==> src/rtl/ddr3_port_pkg.sv <==
// Shared types and constants for the DDR3 user-port responder.
package ddr3_port_pkg;

  localparam int unsigned APP_CMD_W = 3;

  localparam logic [APP_CMD_W-1:0] APP_CMD_READ  = 3'b001;
  localparam logic [APP_CMD_W-1:0] APP_CMD_WRITE = 3'b000;

  typedef enum logic [2:0] {
    IDLE    = 3'd0,
    RD_CMD  = 3'd1,
    RD_WAIT = 3'd2,
    RD_RSP  = 3'd3,
    WR_CMD  = 3'd4,
    WR_DATA = 3'd5
  } port_state_t;

endpackage

==> src/rtl/sync_fifo.sv <==
// Single-clock FIFO with registered full/empty/level flags.
module sync_fifo #(
  parameter int unsigned WIDTH = 64,
  parameter int unsigned DEPTH = 8
) (
  input  logic                     clock,
  input  logic                     reset,
  input  logic                     push,
  input  logic [WIDTH-1:0]         wdata,
  input  logic                     pop,
  output logic [WIDTH-1:0]         rdata,
  output logic                     full,
  output logic                     empty,
  output logic [$clog2(DEPTH):0]   level
);

  localparam int unsigned PTR_W = $clog2(DEPTH);
  localparam int unsigned LVL_W = PTR_W + 1;

  logic [WIDTH-1:0] mem [DEPTH];
  logic [PTR_W:0]   wr_ptr;
  logic [PTR_W:0]   rd_ptr;
  logic             push_ok_c;
  logic             pop_ok_c;
  logic [PTR_W:0]   level_next_c;

  assign push_ok_c    = push && !full;
  assign pop_ok_c     = pop && !empty;
  assign level_next_c = level + LVL_W'(push_ok_c) - LVL_W'(pop_ok_c);
  assign rdata        = mem[rd_ptr[PTR_W-1:0]];

  // Storage array; no reset needed, validity is tracked by the pointers.
  always_ff @(posedge clock) begin
    if (push_ok_c) begin
      mem[wr_ptr[PTR_W-1:0]] <= wdata;
    end
  end

  // Pointers and registered occupancy flags.
  always_ff @(posedge clock or negedge reset) begin
    if (!reset) begin
      wr_ptr <= '0;
      rd_ptr <= '0;
      level  <= '0;
      full   <= 1'b0;
      empty  <= 1'b1;
    end else begin
      if (push_ok_c) wr_ptr <= wr_ptr + LVL_W'(1);
      if (pop_ok_c)  rd_ptr <= rd_ptr + LVL_W'(1);
      level <= level_next_c;
      full  <= (level_next_c == LVL_W'(DEPTH));
      empty <= (level_next_c == '0);
    end
  end

endmodule

==> src/rtl/ddr3_port_responder.sv <==
// Bridges controller read requests / result writes onto a DDR3 app_* user port.
module ddr3_port_responder #(
  parameter int unsigned ADDR_WIDTH     = 32,
  parameter int unsigned DATA_WIDTH     = 32,
  parameter int unsigned MEM_ADDR_WIDTH = 28,
  parameter int unsigned WR_FIFO_DEPTH  = 8
) (
  input  logic                      clock,
  input  logic                      reset,
  input  logic [ADDR_WIDTH-1:0]     req_addr,
  input  logic                      req_rd_en,
  input  logic                      req_we,
  input  logic [DATA_WIDTH-1:0]     req_wdata,
  input  logic                      req_wvalid,
  output logic                      wr_full,
  output logic [DATA_WIDTH-1:0]     rsp_data,
  output logic                      rsp_valid,
  output logic                      busy,
  output logic [MEM_ADDR_WIDTH-1:0] app_addr,
  output logic [2:0]                app_cmd,
  output logic                      app_en,
  input  logic                      app_rdy,
  output logic [DATA_WIDTH-1:0]     app_wdf_data,
  output logic                      app_wdf_wren,
  output logic                      app_wdf_end,
  input  logic                      app_wdf_rdy,
  input  logic [DATA_WIDTH-1:0]     app_rd_data,
  input  logic                      app_rd_data_valid
);

  import ddr3_port_pkg::*;

  localparam int unsigned ENTRY_W = ADDR_WIDTH + DATA_WIDTH;
  localparam int unsigned LVL_W   = $clog2(WR_FIFO_DEPTH) + 1;

  port_state_t              state_q, state_d;
  logic [ADDR_WIDTH-1:0]    rd_addr_q, rd_addr_d;
  logic [ADDR_WIDTH-1:0]    last_addr_q, last_addr_d;
  logic                     last_valid_q, last_valid_d;
  logic                     cmd_done_q, cmd_done_d;
  logic                     data_done_q, data_done_d;

  logic [MEM_ADDR_WIDTH-1:0] app_addr_d;
  logic [2:0]                app_cmd_d;
  logic                      app_en_d;
  logic [DATA_WIDTH-1:0]     app_wdf_data_d;
  logic                      app_wdf_wren_d;
  logic [DATA_WIDTH-1:0]     rsp_data_d;
  logic                      rsp_valid_d;
  logic                      busy_d;

  logic                      fifo_push_c;
  logic                      fifo_pop_c;
  logic [ENTRY_W-1:0]        fifo_rdata;
  logic                      fifo_empty;
  logic [LVL_W-1:0]          fifo_level;
  logic [LVL_W-1:0]          level_next_c;
  logic [ENTRY_W-1:0]        wr_entry_c;
  logic [ADDR_WIDTH-1:0]     wr_addr_c;
  logic [DATA_WIDTH-1:0]     wr_data_c;
  logic                      cmd_acc_c;
  logic                      dat_acc_c;
  logic                      rd_new_c;
  logic                      unused_wr_addr_c;

  // Write buffer holding {byte address, data} per result word.
  sync_fifo #(
    .WIDTH (ENTRY_W),
    .DEPTH (WR_FIFO_DEPTH)
  ) u_wr_fifo (
    .clock (clock),
    .reset (reset),
    .push  (fifo_push_c),
    .wdata ({req_addr, req_wdata}),
    .pop   (fifo_pop_c),
    .rdata (fifo_rdata),
    .full  (wr_full),
    .empty (fifo_empty),
    .level (fifo_level)
  );

  assign fifo_push_c = req_wvalid && !wr_full;
  // An empty FIFO being pushed this cycle forwards the incoming entry as the head.
  assign wr_entry_c  = fifo_empty ? {req_addr, req_wdata} : fifo_rdata;
  assign wr_addr_c   = wr_entry_c[ENTRY_W-1:DATA_WIDTH];
  assign wr_data_c   = wr_entry_c[DATA_WIDTH-1:0];
  assign unused_wr_addr_c = ^wr_addr_c;

  assign cmd_acc_c   = app_en && app_rdy;
  assign dat_acc_c   = app_wdf_wren && app_wdf_rdy;
  assign rd_new_c    = req_rd_en && !req_we && (!last_valid_q || (req_addr != last_addr_q));
  assign app_wdf_end = app_wdf_wren;

  // Next-state and next-output logic; every app_*/rsp_* output is registered from here.
  always_comb begin
    state_d        = state_q;
    rd_addr_d      = rd_addr_q;
    last_addr_d    = last_addr_q;
    last_valid_d   = last_valid_q;
    cmd_done_d     = cmd_done_q;
    data_done_d    = data_done_q;
    app_addr_d     = app_addr;
    app_cmd_d      = app_cmd;
    app_en_d       = app_en;
    app_wdf_data_d = app_wdf_data;
    app_wdf_wren_d = app_wdf_wren;
    rsp_data_d     = rsp_data;
    rsp_valid_d    = 1'b0;
    fifo_pop_c     = 1'b0;
    level_next_c   = '0;
    busy_d         = 1'b0;

    case (state_q)
      IDLE: begin
        if (!fifo_empty || fifo_push_c) begin
          state_d        = WR_CMD;
          app_en_d       = 1'b1;
          app_cmd_d      = APP_CMD_WRITE;
          app_wdf_wren_d = 1'b1;
          app_addr_d     = wr_addr_c[MEM_ADDR_WIDTH+1:2];
          app_wdf_data_d = wr_data_c;
          cmd_done_d     = 1'b0;
          data_done_d    = 1'b0;
        end else if (rd_new_c) begin
          state_d    = RD_CMD;
          rd_addr_d  = req_addr;
          app_en_d   = 1'b1;
          app_cmd_d  = APP_CMD_READ;
          app_addr_d = req_addr[MEM_ADDR_WIDTH+1:2];
        end
      end
      RD_CMD: begin
        app_en_d = 1'b1;
        if (cmd_acc_c) begin
          app_en_d = 1'b0;
          state_d  = RD_WAIT;
        end
      end
      RD_WAIT: begin
        if (app_rd_data_valid) begin
          rsp_data_d  = app_rd_data;
          rsp_valid_d = 1'b1;
          state_d     = RD_RSP;
        end
      end
      RD_RSP: begin
        last_addr_d  = rd_addr_q;
        last_valid_d = 1'b1;
        state_d      = IDLE;
      end
      WR_CMD: begin
        cmd_done_d  = cmd_done_q || cmd_acc_c;
        data_done_d = data_done_q || dat_acc_c;
        if (cmd_done_d && data_done_d) begin
          fifo_pop_c     = 1'b1;
          last_valid_d   = 1'b0;
          app_en_d       = 1'b0;
          app_wdf_wren_d = 1'b0;
          state_d        = IDLE;
        end else if (cmd_done_d) begin
          app_en_d       = 1'b0;
          app_wdf_wren_d = 1'b1;
          state_d        = WR_DATA;
        end else begin
          app_en_d       = 1'b1;
          app_wdf_wren_d = !data_done_d;
        end
      end
      WR_DATA: begin
        app_wdf_wren_d = 1'b1;
        if (dat_acc_c) begin
          fifo_pop_c     = 1'b1;
          last_valid_d   = 1'b0;
          app_wdf_wren_d = 1'b0;
          state_d        = IDLE;
        end
      end
      default: begin
        state_d = IDLE;
      end
    endcase

    level_next_c = fifo_level + LVL_W'(fifo_push_c) - LVL_W'(fifo_pop_c);
    busy_d       = (state_d != IDLE) || (level_next_c != '0);
  end

  // State, datapath and output registers.
  always_ff @(posedge clock or negedge reset) begin
    if (!reset) begin
      state_q      <= IDLE;
      rd_addr_q    <= '0;
      last_addr_q  <= '0;
      last_valid_q <= 1'b0;
      cmd_done_q   <= 1'b0;
      data_done_q  <= 1'b0;
      app_addr     <= '0;
      app_cmd      <= '0;
      app_en       <= 1'b0;
      app_wdf_data <= '0;
      app_wdf_wren <= 1'b0;
      rsp_data     <= '0;
      rsp_valid    <= 1'b0;
      busy         <= 1'b0;
    end else begin
      state_q      <= state_d;
      rd_addr_q    <= rd_addr_d;
      last_addr_q  <= last_addr_d;
      last_valid_q <= last_valid_d;
      cmd_done_q   <= cmd_done_d;
      data_done_q  <= data_done_d;
      app_addr     <= app_addr_d;
      app_cmd      <= app_cmd_d;
      app_en       <= app_en_d;
      app_wdf_data <= app_wdf_data_d;
      app_wdf_wren <= app_wdf_wren_d;
      rsp_data     <= rsp_data_d;
      rsp_valid    <= rsp_valid_d;
      busy         <= busy_d;
    end
  end

endmodule

==> config.mk <==
export PLATFORM = sky130hd
export DESIGN_NAME = ddr3_port_responder
export DESIGN_NICKNAME = d
export VERILOG_FILES = /design/src/rtl/ddr3_port_pkg.sv /design/src/rtl/sync_fifo.sv /design/src/rtl/ddr3_port_responder.sv
export SDC_FILE = /design/constraint.sdc
export NUM_CORES = 1
export LEC_CHECK = 0
export BUFFER_PORTS_ARGS = -buffer_cell sky130_fd_sc_hd__buf_2
export CORE_MARGIN = 5
export CORE_UTILIZATION = 42
export DETAILED_ROUTE_END_ITERATION = 10
export PLACE_DENSITY = 0.57
export RECOVER_POWER = 50
export SYNTH_ARGS = -nofsm -noshare
export SYNTH_HDL_FRONTEND = slang
export SYNTH_HIERARCHICAL = 1
export SYNTH_SLANG_ARGS = --single-unit
export TNS_END_PERCENT = 1
==> constraint.sdc <==
create_clock -name clock -period 6 [get_ports clock]
set_clock_uncertainty 0.15 [all_clocks]
set_input_delay 1.2 -clock clock [delete_from_list [all_inputs] [get_ports clock]]
set_output_delay 1.2 -clock clock [all_outputs]
set_load 0.05 [all_outputs]
Word level (Yosys, flattened, before mapping)
Memories as Yosys holds them, arrays and structs flattened.
Index checks and enable logic that the tools add are counted.
{"block": "totals", "romBits": 0, "n_memories": 1, "latch_bits": 0, "output_inout_bits": 101, "register_bits": 183, "mem_bits_rw": 512}
{"block": "op_classes", "magnitude_cmp": 0, "n_mux": 37, "multipliers": 0, "addsub": 6, "eq_ne": 11, "bitwise_logic": 1, "n_shift": 0, "reduce_logical": 35, "div_mod_pow": 0}
{"name": "u_wr_fifo.mem", "depth": 8, "width": 64, "read_ports": 1, "rd_ports_with_merged_regs": 0, "wr": 1, "line": "sync_fifo.sv:20", "source": "logic [WIDTH-1:0] mem [DEPTH];"}
{"cell": "2-to-1 mux 62 bit", "count": 1}
{"cell": "2-to-1 mux 28 bit", "count": 2}
{"cell": "inequality test 32 bit", "count": 1}
{"cell": "2-to-1 mux 3 bit", "count": 9}
{"cell": "2-to-1 mux 1 bit", "count": 18}
{"cell": "one-hot mux 3 bit (5 select lines)", "count": 1}
{"cell": "AND reduction 2 bit", "count": 6}
{"cell": "nonzero test 3 bit", "count": 4}
{"cell": "one-hot mux 1 bit (3 select lines)", "count": 3}
{"cell": "adder 4 x 1 -> 4 bit", "count": 2}
{"cell": "adder 4 x 1 -> 4 bit, second input constant", "count": 2}
{"cell": "logical AND 1 bit", "count": 8}
{"cell": "subtractor 4 x 1 -> 4 bit", "count": 2}
{"cell": "== test 3 x 2 -> 1 bit, second input constant", "count": 2}
{"cell": "== test 3 bit, second input constant", "count": 2}
{"cell": "inequality test 2 bit, second input constant", "count": 3}
{"cell": "one-hot mux 1 bit (2 select lines)", "count": 3}
{"cell": "AND reduction 3 bit", "count": 2}
{"cell": "logical NOT 1 bit", "count": 5}
{"cell": "logical OR 1 bit", "count": 5}
{"cell": "== test 4 bit, second input constant", "count": 1}
{"cell": "logical NOT 4 bit", "count": 1}
{"cell": "nonzero test 2 bit", "count": 2}
{"cell": "nonzero test 4 bit", "count": 1}
{"cell": "4 further kinds", "count": 4}

Depth between registers and ports, before layout
{"block": "depth", "ltp_word": 8, "ltp_mapped": 13, "ltp_nobuf": 12}

Modules after synthesis
Netlist, hierarchy kept.
{"mod": "sync_fifo", "cells_each": 798, "area_per_inst_um2": 19826.5, "n_inst": 1}
{"mod": "ddr3_port_responder", "cells_each": 900, "area_per_inst_um2": 9072.5, "n_inst": 1}

Worst setup path before layout
OpenSTA, ideal clock, no wires.
{"block": "synth_timing", "path_type": "input to register", "from": "in req_wvalid", "to": "mem u_wr_fifo.mem[1][0] (enable)", "path_stages": 5, "t_arrival_ns": 6.235, "n_path_buf": 0, "slack_ns": -0.949, "cell_sequence": "nand2b_1 > inv_1 > nor2b_1 > nand2_1 > nor3_1"}
{"block": "synth_between", "elab_chain_len": 4}
{"element": "start: declaration", "line": "ddr3_port_responder.sv:14", "source": "input logic req_wvalid,"}
{"element": "logical AND 1 bit", "line": "ddr3_port_responder.sv:82", "source": "assign fifo_push_c = req_wvalid && !wr_full;"}
{"element": "named net fifo_push_c", "line": "ddr3_port_responder.sv:52", "source": "logic fifo_push_c;"}
{"element": "logical AND 1 bit", "line": "sync_fifo.sv:27", "source": "assign push_ok_c = push && !full;"}
{"element": "2-to-1 mux 1 bit", "line": "sync_fifo.sv:34", "source": "if (push_ok_c) begin"}
{"element": "2-to-1 mux 1 bit (not written as such)", "line": "sync_fifo.sv:35", "source": "mem[wr_ptr[PTR_W-1:0]] <= wdata;"}
{"element": "end: declaration", "line": "sync_fifo.sv:20"}
The timed path passes the listed nets, and every way through them passes these cells.

==> qor.log <==
qor: run_status.result_of_the_run complete, but fails checks
qor: run_status.failed_checks max-capacitance violations, max-slew violations
qor: drt.postRouteAntennaNets 0
qor: worst_setup_path.critPathMaxStageDelay 2.07 ns
qor: sta.drv_slew 192
qor: drt.drc 0
qor: place.place_worst_setup_slack 1.806 ns
qor: drt.vias 15,690
qor: grt.grt_first_pass_wirelength 101,200 µm
qor: sta.postLayoutSetupSlackWorst 1.950 ns
qor: die.floorplan.rows 94
qor: sta.hold-worst-slack 0.3162 ns
qor: place.hpwl 37,780 µm
qor: sta.maximum_clock_frequency 0.2469 GHz
qor: power_and_ir_drop.switchingPower 5.806 mW
qor: grt.gr-usage-met2 31.00%
qor: drt.totalWireLength 65,440 µm
qor: sta.slew_headroom -88.77%
qor: clock_tree.cts.root.buffer_cell sky130_fd_sc_hd__clkbuf_16
qor: power_and_ir_drop.intPower 10.87 mW
qor: clock_tree.cts_htree_levels 3
qor: worst_setup_path.critical_path.startpoint_type primary input
qor: die.core 65,630 µm²
qor: hold_path.worstHoldPathType reg2reg
qor: die.starting_density_of_the_core 42.23%
qor: grt.first_global_vias 16,600
qor: worst_setup_path.worstSetupEndpointType async pin
qor: worst_setup_path.critical_path.cell_chain clkbuf_8 -> clkbuf_1
qor: sta.post-route-min-period 4.050 ns
qor: sta.period_share 67.50%
qor: run.max_cap_violations 5
qor: yosys.synthesis.instances 1,654
qor: sta.number_of_failing_hold_endpoints_at_the_final_stage 0
qor: clock_tree.cts.repair.resized 0
qor: clock_tree.worstSkewPairLatency 0.60 ns
qor: drt.first_pass_drt_iterations 4
qor: drt.average_wire_per_cell_in_the_routed_design 23.56 µm
qor: yosys.post_synth_instance_area 27,710 µm²
qor: grt.overflow 0
qor: grt.met3_usage 3.641%
qor: grt.globalRouteMet1Util 24.78%
qor: place.weighted_congestion_reported_at_the_end_of_routability_driven_placement 0.7448
qor: worst_setup_path.worstPathArrival 3.97 ns
qor: grt.grt_use_total 18.40%
qor: cells_and_area.sequential_cell_area 18,910 µm²
qor: power_and_ir_drop.worst_ir_drop_vdd 0.0003895 V
qor: power_and_ir_drop.design_power_total 16.68 mW
qor: die.fp.dieArea 71,220 µm²
qor: yosys.yosysWarningCount 6
qor: power_and_ir_drop.combinationalPowerShare 34.0%
qor: place.port_buf_inserts 202
qor: sta.unrepaired_setup_endpoints_after_global_routing false
qor: worst_setup_path.r2r_slack 2.54 ns
qor: worst_setup_path.cp.required 5.92 ns
qor: clock_tree.clock_transition_at_path_regs 0.06 ns
qor: cells_and_area.num-fill-cells 5,636
qor: power_and_ir_drop.p_sw_share 34.81%
qor: clock_tree.cts.sinks 659
qor: worst_setup_path.criticalPathCategory in2async
qor: die.die_w 266.9 µm
qor: cells_and_area.fin_util 48.71%
qor: drt.detail_route.vias_per_cell 5.648
qor: worst_setup_path.timing.critical_path.slowest_stage_cell sky130_fd_sc_hd__clkbuf_1
qor: grt.grt_start_max_net_pins 94
qor: cells_and_area.post_route_cells_drive_above_1_share 30.20%
qor: yosys.avgSynthCellArea 16.76 µm²
qor: sta.tightestPinTransition 2.831 ns
qor: power_and_ir_drop.clock_power_share 26.5%
qor: grt.busiest_layer met2
qor: clock_tree.tritoncts.num_buffers 73
qor: clock_tree.maximum_count_of_clock_buffers_along_a_single_path 3
qor: power_and_ir_drop.share_seq_of_total_power 39.5%
qor: sta.setup_viol 0
qor: cells_and_area.area_growth_syn_to_layout 15.35%
qor: worst_setup_path.critical_path.top_delay_family buffers and inverters
qor: worst_setup_path.worst_path_max_fanout 89
qor: drt.drt_iter0_markers 819
qor: worst_setup_path.timing.critical_path.buf_inv 2
qor: cells_and_area.multi_input_comb_area 8262 µm²
qor: die.die_y 266.9 µm
qor: cells_and_area.num_antenna_cells 0
qor: grt.grt_antenna_before_repair 0
qor: die.ios 205
qor: cells_and_area.final_nets 1,970
qor: clock_tree.tritoncts yes
qor: clock_tree.postCtsSetupRepairBufs 0
qor: power_and_ir_drop.power.density_cell_area 521.8 nW/µm²
qor: clock_tree.hold_buffers 0
qor: power_and_ir_drop.total_leakage_power 11.45 nW
[registers in the layout, indices dropped and copies added (netlist names), 3 cells and up]
signal and count:
rd_addr_q 32, rsp_data 32, app_addr 28, u_wr_fifo/level 4
u_wr_fifo/mem 480, app_wdf_data 32, last_addr_q 32, state_q 3
u_wr_fifo/rd_ptr 3, u_wr_fifo/wr_ptr 3
[layer usage]
metal / vias to the layer above / part of all wire (%)
met5: - / 0
met4: 0 / 1.8
met3: 85 / 5.7
met2: 407 / 51
met1: 8262 / 42
li1: 6936 / -
[stage by stage]
step | std cells | TNS, ns | area [µm²]
floorplan | 1655 | -40.08 | 27720
global placement | 2643 | 0 | 29700
detailed placement | 2643 | 0 | 29700
CTS | 2778 | 0 | 32080
global route | 2778 | 0 | 31970
finish | 2778 | 0 | 31970
[final cells by class]
class / count / area share [%]
Timing Repair Buffer: 240 / 3.981
Clock buffer: 96 / 6.176
Clock inverter: 39 / 1.272
Multi-Input combinational cell: 863 / 25.84
Tap cell: 864 / 3.382
Inverter: 17 / 0.1996
Sequential cell: 659 / 59.15
[power groups by stage]
stage	registers (mW)	logic, mW	clock network [mW]
global route	6.73	6.13	4.75
finish	6.59	5.67	4.41
CTS	6.62	5.79	4.55
detailed placement	6.70	5.77	0
floorplan	7.53	3.36	0
global placement	6.65	5.71	0
[path summary, 6_finish.rpt]
kind	start	endpoint	depth (start not counted)
min	u_wr_fifo/rd_ptr[2]	u_wr_fifo/rd_ptr[2]	1
max reg2reg	state_q[0]	busy	12
min reg2reg	u_wr_fifo/rd_ptr[2]	u_wr_fifo/rd_ptr[2]	1
min in group asynchronous	reset	rsp_data[20]	1
max	reset	app_wdf_data[24]	2
max in group clock	req_addr[24]	app_addr[17]	8
[cell usage in the layout, fill, tap and decap left out, drive strengths merged, types with 3 or more instances in the layout]
cell type / instances
nand4: 4
mux2i: 32
nor4b: 29
and3: 3
mux4: 120
nor2b: 4
nand2: 47
nand2b: 8
xnor2: 17
bufinv: 7
clkinvlp: 3
nand3: 37
or3: 35
clkinv: 23
dfrtp: 178
buf: 173
and4: 32
mux2: 154
nor2: 68
a211oi: 28
nor3: 7
nor4: 9
a21oi: 41
clkbuf: 163
xor2: 24
ha: 10
o22ai: 28
edfxtp: 480
o21ai: 103
inv: 23
No activity file was read; power rests on OpenSTA's default activity.
